**src/rtl/fnc_vram_pkg.sv**
```systemverilog
// Shared definitions for the VRAM arbiter: default widths and the arbiter FSM encoding.
package fnc_vram_pkg;

  localparam int VRAM_ADDR_W      = 20;
  localparam int VRAM_DATA_W      = 12;
  localparam int VRAM_WFIFO_DEPTH = 4;

  // Arbiter phases: rest, drain buffered writes, issue a CPU read, return read data.
  typedef enum logic [1:0] {
    ST_IDLE  = 2'd0,
    ST_WRITE = 2'd1,
    ST_READ  = 2'd2,
    ST_RWAIT = 2'd3
  } arbState_e;

endpackage

```
**src/rtl/fnc_vram_wfifo.sv**
```systemverilog
// CPU write buffer: small synchronous FIFO holding {address, data} pairs.
// A push while full and a pop while empty are both ignored.
module fnc_vram_wfifo #(
  parameter int WIDTH = 32,
  parameter int DEPTH = 4,
  localparam int PTR_W = $clog2(DEPTH),
  localparam int CNT_W = PTR_W + 1
) (
  input  logic             clk_i,
  input  logic             rst_i,
  input  logic             push_i,
  input  logic [WIDTH-1:0] pushData_i,
  input  logic             pop_i,
  output logic [WIDTH-1:0] popData_o,
  output logic             full_o,
  output logic             empty_o,
  output logic [CNT_W-1:0] count_o
);

  localparam logic [CNT_W-1:0] FULL_CNT = CNT_W'(DEPTH);

  logic [WIDTH-1:0] mem_q [DEPTH];
  logic [PTR_W-1:0] wrPtr_q;
  logic [PTR_W-1:0] rdPtr_q;
  logic [CNT_W-1:0] count_q;
  logic [CNT_W-1:0] count_d;
  logic             doPush;
  logic             doPop;

  assign full_o    = (count_q == FULL_CNT);
  assign empty_o   = (count_q == '0);
  assign doPush    = push_i & ~full_o;
  assign doPop     = pop_i & ~empty_o;
  assign popData_o = mem_q[rdPtr_q];
  assign count_o   = count_q;

  // Occupancy next-state: simultaneous push and pop leave the count unchanged.
  always_comb begin
    count_d = count_q;
    if (doPush && !doPop) begin
      count_d = count_q + CNT_W'(1);
    end else if (doPop && !doPush) begin
      count_d = count_q - CNT_W'(1);
    end
  end

  // Pointer and occupancy registers; reset discards every buffered entry.
  always_ff @(posedge clk_i) begin
    if (rst_i) begin
      wrPtr_q <= '0;
      rdPtr_q <= '0;
      count_q <= '0;
    end else begin
      if (doPush) begin
        wrPtr_q <= wrPtr_q + PTR_W'(1);
      end
      if (doPop) begin
        rdPtr_q <= rdPtr_q + PTR_W'(1);
      end
      count_q <= count_d;
    end
  end

  // Entry storage; no reset because the occupancy count gates every read.
  always_ff @(posedge clk_i) begin
    if (doPush) begin
      mem_q[wrPtr_q] <= pushData_i;
    end
  end

endmodule

```
**src/rtl/fnc_vram_arbiter.sv**
```systemverilog
// Single-port VRAM arbiter: the display always wins the RAM port while it is
// actively scanning; CPU writes are buffered and drained during blanking
// (or whenever the display is disabled), then a pending CPU read is served.
module fnc_vram_arbiter
  import fnc_vram_pkg::*;
#(
  parameter int ADDR_W      = VRAM_ADDR_W,
  parameter int DATA_W      = VRAM_DATA_W,
  parameter int WFIFO_DEPTH = VRAM_WFIFO_DEPTH
) (
  input  logic              clk,
  input  logic              rst,
  input  logic              module_en,
  input  logic              hbrank,
  input  logic              vbrank,
  input  logic [ADDR_W-1:0] disp_addr,
  output logic [DATA_W-1:0] disp_data,
  input  logic              cpu_we,
  input  logic [ADDR_W-1:0] cpu_waddr,
  input  logic [DATA_W-1:0] cpu_wdata,
  output logic              cpu_wready,
  input  logic              cpu_re,
  input  logic [ADDR_W-1:0] cpu_raddr,
  output logic              cpu_rbusy,
  output logic              cpu_rvalid,
  output logic [DATA_W-1:0] cpu_rdata,
  output logic [ADDR_W-1:0] ram_addr,
  output logic              ram_we,
  output logic [DATA_W-1:0] ram_wdata,
  input  logic [DATA_W-1:0] ram_rdata
);

  localparam int ENTRY_W = ADDR_W + DATA_W;
  localparam int CNT_W   = $clog2(WFIFO_DEPTH) + 1;
  localparam logic [CNT_W-1:0] LAST_ONE = CNT_W'(1);

  arbState_e         state_q;
  logic              dispGrant;
  logic              dispValid_q;
  logic              rbusy_q;
  logic [ADDR_W-1:0] raddr_q;
  logic [DATA_W-1:0] rdata_q;

  logic              fifoPush;
  logic              fifoPop;
  logic              fifoFull;
  logic              fifoEmpty;
  logic [CNT_W-1:0]  fifoCount;
  logic [ENTRY_W-1:0] fifoHead;
  logic [ADDR_W-1:0] headAddr;
  logic [DATA_W-1:0] headData;

  assign dispGrant = module_en & ~hbrank & ~vbrank;

  assign fifoPush = cpu_we & ~fifoFull;
  assign fifoPop  = (state_q == ST_WRITE) & ~dispGrant & ~fifoEmpty;
  assign headAddr = fifoHead[ENTRY_W-1:DATA_W];
  assign headData = fifoHead[DATA_W-1:0];

  fnc_vram_wfifo #(
    .WIDTH (ENTRY_W),
    .DEPTH (WFIFO_DEPTH)
  ) u_wfifo (
    .clk_i      (clk),
    .rst_i      (rst),
    .push_i     (fifoPush),
    .pushData_i ({cpu_waddr, cpu_wdata}),
    .pop_i      (fifoPop),
    .popData_o  (fifoHead),
    .full_o     (fifoFull),
    .empty_o    (fifoEmpty),
    .count_o    (fifoCount)
  );

  assign cpu_wready = ~fifoFull;
  assign cpu_rbusy  = rbusy_q;
  assign cpu_rvalid = (state_q == ST_RWAIT);
  // The RAM data is already valid during RWAIT, so it is forwarded on the
  // pulse cycle and the latched copy is held afterwards.
  assign cpu_rdata  = cpu_rvalid ? ram_rdata : rdata_q;
  assign disp_data  = dispValid_q ? ram_rdata : '0;

  // Remember whether the display owned the port last cycle (1-cycle RAM latency).
  always_ff @(posedge clk) begin
    if (rst) begin
      dispValid_q <= 1'b0;
    end else begin
      dispValid_q <= dispGrant;
    end
  end

  // Arbiter FSM plus CPU read request capture and read-data latch.
  always_ff @(posedge clk) begin
    if (rst) begin
      state_q <= ST_IDLE;
      rbusy_q <= 1'b0;
      raddr_q <= '0;
      rdata_q <= '0;
    end else begin
      if (cpu_re && !rbusy_q) begin
        rbusy_q <= 1'b1;
        raddr_q <= cpu_raddr;
      end
      case (state_q)
        ST_IDLE: begin
          if (!dispGrant) begin
            if (!fifoEmpty) begin
              state_q <= ST_WRITE;
            end else if (rbusy_q) begin
              state_q <= ST_READ;
            end
          end
        end
        ST_WRITE: begin
          if (dispGrant || fifoEmpty || (fifoCount == LAST_ONE)) begin
            state_q <= ST_IDLE;
          end
        end
        ST_READ: begin
          if (!dispGrant) begin
            state_q <= ST_RWAIT;
          end
        end
        ST_RWAIT: begin
          rdata_q <= ram_rdata;
          rbusy_q <= 1'b0;
          state_q <= ST_IDLE;
        end
        default: state_q <= ST_IDLE;
      endcase
    end
  end

  // RAM port mux: display first, otherwise whatever the FSM is doing this cycle.
  always_comb begin
    ram_addr  = '0;
    ram_we    = 1'b0;
    ram_wdata = '0;
    if (dispGrant) begin
      ram_addr = disp_addr;
    end else begin
      case (state_q)
        ST_WRITE: begin
          if (!fifoEmpty) begin
            ram_addr  = headAddr;
            ram_we    = 1'b1;
            ram_wdata = headData;
          end
        end
        ST_READ: ram_addr = raddr_q;
        default: ;
      endcase
    end
  end

endmodule
```
**config.mk**
```make
export PLATFORM = sky130hd
export DESIGN_NAME = fnc_vram_arbiter
export DESIGN_NICKNAME = d
export VERILOG_FILES = /design/src/rtl/fnc_vram_pkg.sv /design/src/rtl/fnc_vram_wfifo.sv /design/src/rtl/fnc_vram_arbiter.sv
export SDC_FILE = /design/constraint.sdc
export NUM_CORES = 1
export LEC_CHECK = 0
export CORE_MARGIN = 3
export CORE_UTILIZATION = 40
export CTS_CLUSTER_SIZE = 28
export DETAILED_ROUTE_END_ITERATION = 16
export PLACE_DENSITY = 0.62
export SYNTH_ARGS = -nofsm -noshare
export SYNTH_HDL_FRONTEND = slang
export SYNTH_SLANG_ARGS = --single-unit
```
**constraint.sdc**
```tcl
create_clock -name clk -period 4.5 [get_ports clk]
set_input_delay 0.9 -clock clk [delete_from_list [all_inputs] [get_ports clk]]
set_output_delay 0.9 -clock clk [all_outputs]
set_load 0.005 [all_outputs]
```
==> metrics.md <==
| Metric | Value |
|---|---|
| DRT Pass-1 Iters | `7` |
| Seq pwr share | `roughly 45%` |
| Clk network pwr share | `around a third` |
| Insertion delay to the later sink of the worst-skew pair | `0.42 ns` |
| Most used cell, CP | `clkdlybuf4s50_1` |
| Register area | `0.00475 mm2` |
| GP Congestion | `0.852` |
| Vias in the first global route | `between 4000 and 5000` |
| Max-slew violation count | `0` |
| Grt ovf | `0` |
| Die height | `139 um` |
| Most frequent cells in the layout | `149 x clkdlybuf4s50_1, 128 x edfxtp_1, 63 x nand2_1` |
| Crit. Startpoint | `module_en` |
| Dpl ws | `about 0.65 ns` |
| WL final | `around 16000 um` |
| First-pass GRT wire length | `around 26000 um` |
| Register area share after synthesis | `67.0%` |
| WHS | `between 0.4 and 0.5 ns` |
| Clock root buffer | `clkbuf_16` |
| Setup Viol. Count Final | `0` |
| CTS Buf Count | `17` |
| H-tree Lvls | `4` |
| Initial drt markers | `roughly 230` |
| Setup Crit Path Kind | `in2out` |
| Critical-path cell list | `clkdlybuf4s50_1 -> or3b_1 -> nand2_1 -> buf_12 -> o21ai_0 -> clkdlybuf4s50_1` |
| Setup TNS | `0 ns` |
| Internal | `about 3.2 mW` |
| CP required | `between 3 and 4 ns` |
| Via density | `about 5.2` |
| Setup Fix Bufs, Post-CTS | `0` |
| Final worst-path setup slack | `between 0.6 and 0.7 ns` |
| Mapped Nets | `about 580` |
| Mapped cell area | `around 0.007 mm2` |
| Row count | `48` |
| Global Route Usage Sum | `17.2%` |
| Total power | `4.43 mW` |
| DRC errors left | `0` |
| CTS tree | `done` |
| Antenna violations before repair | `1` |
| Util after Layout | `54.1%` |
| Lkg Pwr | `between 3 and 4 nW` |
| CTS Buffer Depth | `2` |
| Combinational share of power | `between 20% and 30%` |
| Slowest stage delay, CP | `0.47 ns` |
| Hold Buf Count CTS | `0` |
| Syn Area/Cell | `15.0 um2` |
| CTS-repair resized insts | `0` |
| Critical R2R Launch | `state_q[1]` |
| Yosys reg bits | `roughly 170` |
| Synthesized netlist cell count | `around 470` |
| Crit end category | `output pin` |
| Number of different library cells in the post-synthesis netlist | `38` |
| Top-Level Pins | `between 150 and 200` |
| Switch share | `about 28%` |
| Die area | `0.0193 mm2` |
| ANT nets after route | `0` |
| Slew margin rel. | `between 30% and 40%` |
| Dpl cells | `825` |
| Unrepaired setup endpoints after global routing | `no` |
| Leading area contributor after synthesis | `edfxtp_1` |
| Fillers | `between 1000 and 1500` |
| Pwr dens | `474 mW/mm2` |
| Crit path DAT | `2.97 ns` |
| Layout area overhead | `32.2%` |
| NetSw | `1.23 mW` |
| Largest cells by area after synthesis | `edfxtp_1 54%, dfxtp_1 13%, mux4_2 9.9%, nand2_1 3.3%, a32oi_1 2.5%` |
| Skew final | `0.00918 ns` |
| Dpl hpwl | `10600 um` |
| Final Hold Viols | `0` |
| Largest net degree at the start of global routing | `47` |
| Final std cells w/o fill | `about 860` |
| WL per Instance | `around 19 um` |
| FMAX | `roughly 0.26 GHz` |
| Most common cell after layout, fill and taps aside | `clkdlybuf4s50_1` |
| Clock slew at reported path FFs | `about 0.060 ns` |
| Placed cell areas | `approximately 0.009 mm2` |
| Worst min path class | `reg2reg` |
| Chip width | `approximately 140 um` |
| Sink Count | `between 150 and 200` |
| HP Start | `raddr_q[2]` |
| Max VDD drop | `about 290 uV` |
| Worst-Margin Slew | `about 1.0 ns` |
| Final non-filler cell area | `~0.0094 mm2` |
| Vias | `4421` |
| Crit Path Max Fanout | `11` |
| Nets | `a little over 700` |
| Final period demand of the worst path | `approximately 3.9 ns` |
| Final period util | `86.0%` |
| # port buffers | `150` |
| Starting Density | `roughly two fifths` |
| Status | `finished clean` |
| Warnings, synthesis | `0` |
| Max cap viols | `0` |
| Area of the multi-input gates | `approximately 0.0022 mm2` |
| Layout cells sized above 1 | `14.1%` |
| Slowest library cell on the worst path | `clkdlybuf4s50_1` |
| Synth top area share | `a little over half` |
| Startpoint types | `primary input` |
| Inserted Diodes | `0` |
| Core ar. | `0.0173 mm2` |
## state kept, by name, summed over array words and instances, names as in the netlist, named ones only
signal	flops
u_wfifo.mem_q	128
raddr_q	20
rdata_q	12
u_wfifo.count_o	3
state_q	2
u_wfifo.rdPtr_q	2
u_wfifo.wrPtr_q	2
cpu_rbusy	1
dispValid_q	1
## synthesized netlist by cell type, drive strengths merged
cell type / number
nand4: 1
or3: 1
nor2: 14
mux4: 32
nor3b: 1
mux2i: 2
xnor2: 1
dfxtp: 45
or3b: 1
nand2: 63
nand3: 1
buf: 12
nor3: 1
clkbuf: 18
inv: 8
nand2b: 4
o2111a: 1
nor2b: 25
edfxtp: 128
nand3b: 1
a21oi: 23
a21boi: 1
and2: 16
ha: 13
mux2: 12
a32oi: 20
o31ai: 1
a2111o: 1
o22ai: 1
o21ai: 21
xor2: 4
## final timing paths
| path | endpoint | slack, ns | depth (start not counted) |
|---|---|---|---|
| worst min-delay path | raddr_q[2] | 0.46 | 2 |
| worst min register to register | raddr_q[2] | 0.46 | 2 |
| worst max-delay path | ram_addr[19] | 0.63 | 6 |
| worst max register to register | u_wfifo.count_o[2] | 1.89 | 7 |
## cell type report
class | count | share of cell area (%)
Multi-Input combinational cell | 262 | 23.0
Tap cell | 225 | 3.01
Clock inverter | 15 | 1.71
Timing Repair Buffer | 157 | 16.7
Inverter | 8 | 0.321
Clock buffer | 17 | 4.54
Sequential cell | 173 | 50.7
## kinds of logic after synthesis
kind of cell    synth area share [%]
flops                           67.0
buf+inv                         2.76
mux                             12.4
compound gates                  6.20
fa+ha+maj                       2.30
xor+xnor                       0.618
simple gates                    8.71
## per-layer routing
metal	track usage, %	part of all wire (%)
met1	21.4	41
met2	29.5	51
met3	4.66	6.0
met4	5.51	1.4
met5	0	0.079
## power groups by stage
| stage | logic [mW] | clock network, mW | registers [mW] |
|---|---|---|---|
| 3_3_place_gp | 0.994 | 0 | 2.00 |
| 4_1_cts | 1.02 | 1.48 | 1.98 |
| 5_1_grt | 1.09 | 1.55 | 2.00 |
| 3_5_place_dp | 1.01 | 0 | 2.02 |
| 2_1_floorplan | 0.630 | 0 | 1.98 |
| 6_report | 1.00 | 1.45 | 1.98 |
## worst max-delay path, delay by kind of cell
family	cells	cell delay (ns)
and+or+nand+nor	2	0.84
buffers and inverters	3	1.12
AOI/OAI and AO/OA	1	0.09
No activity file was read; power rests on OpenSTA's default activity.
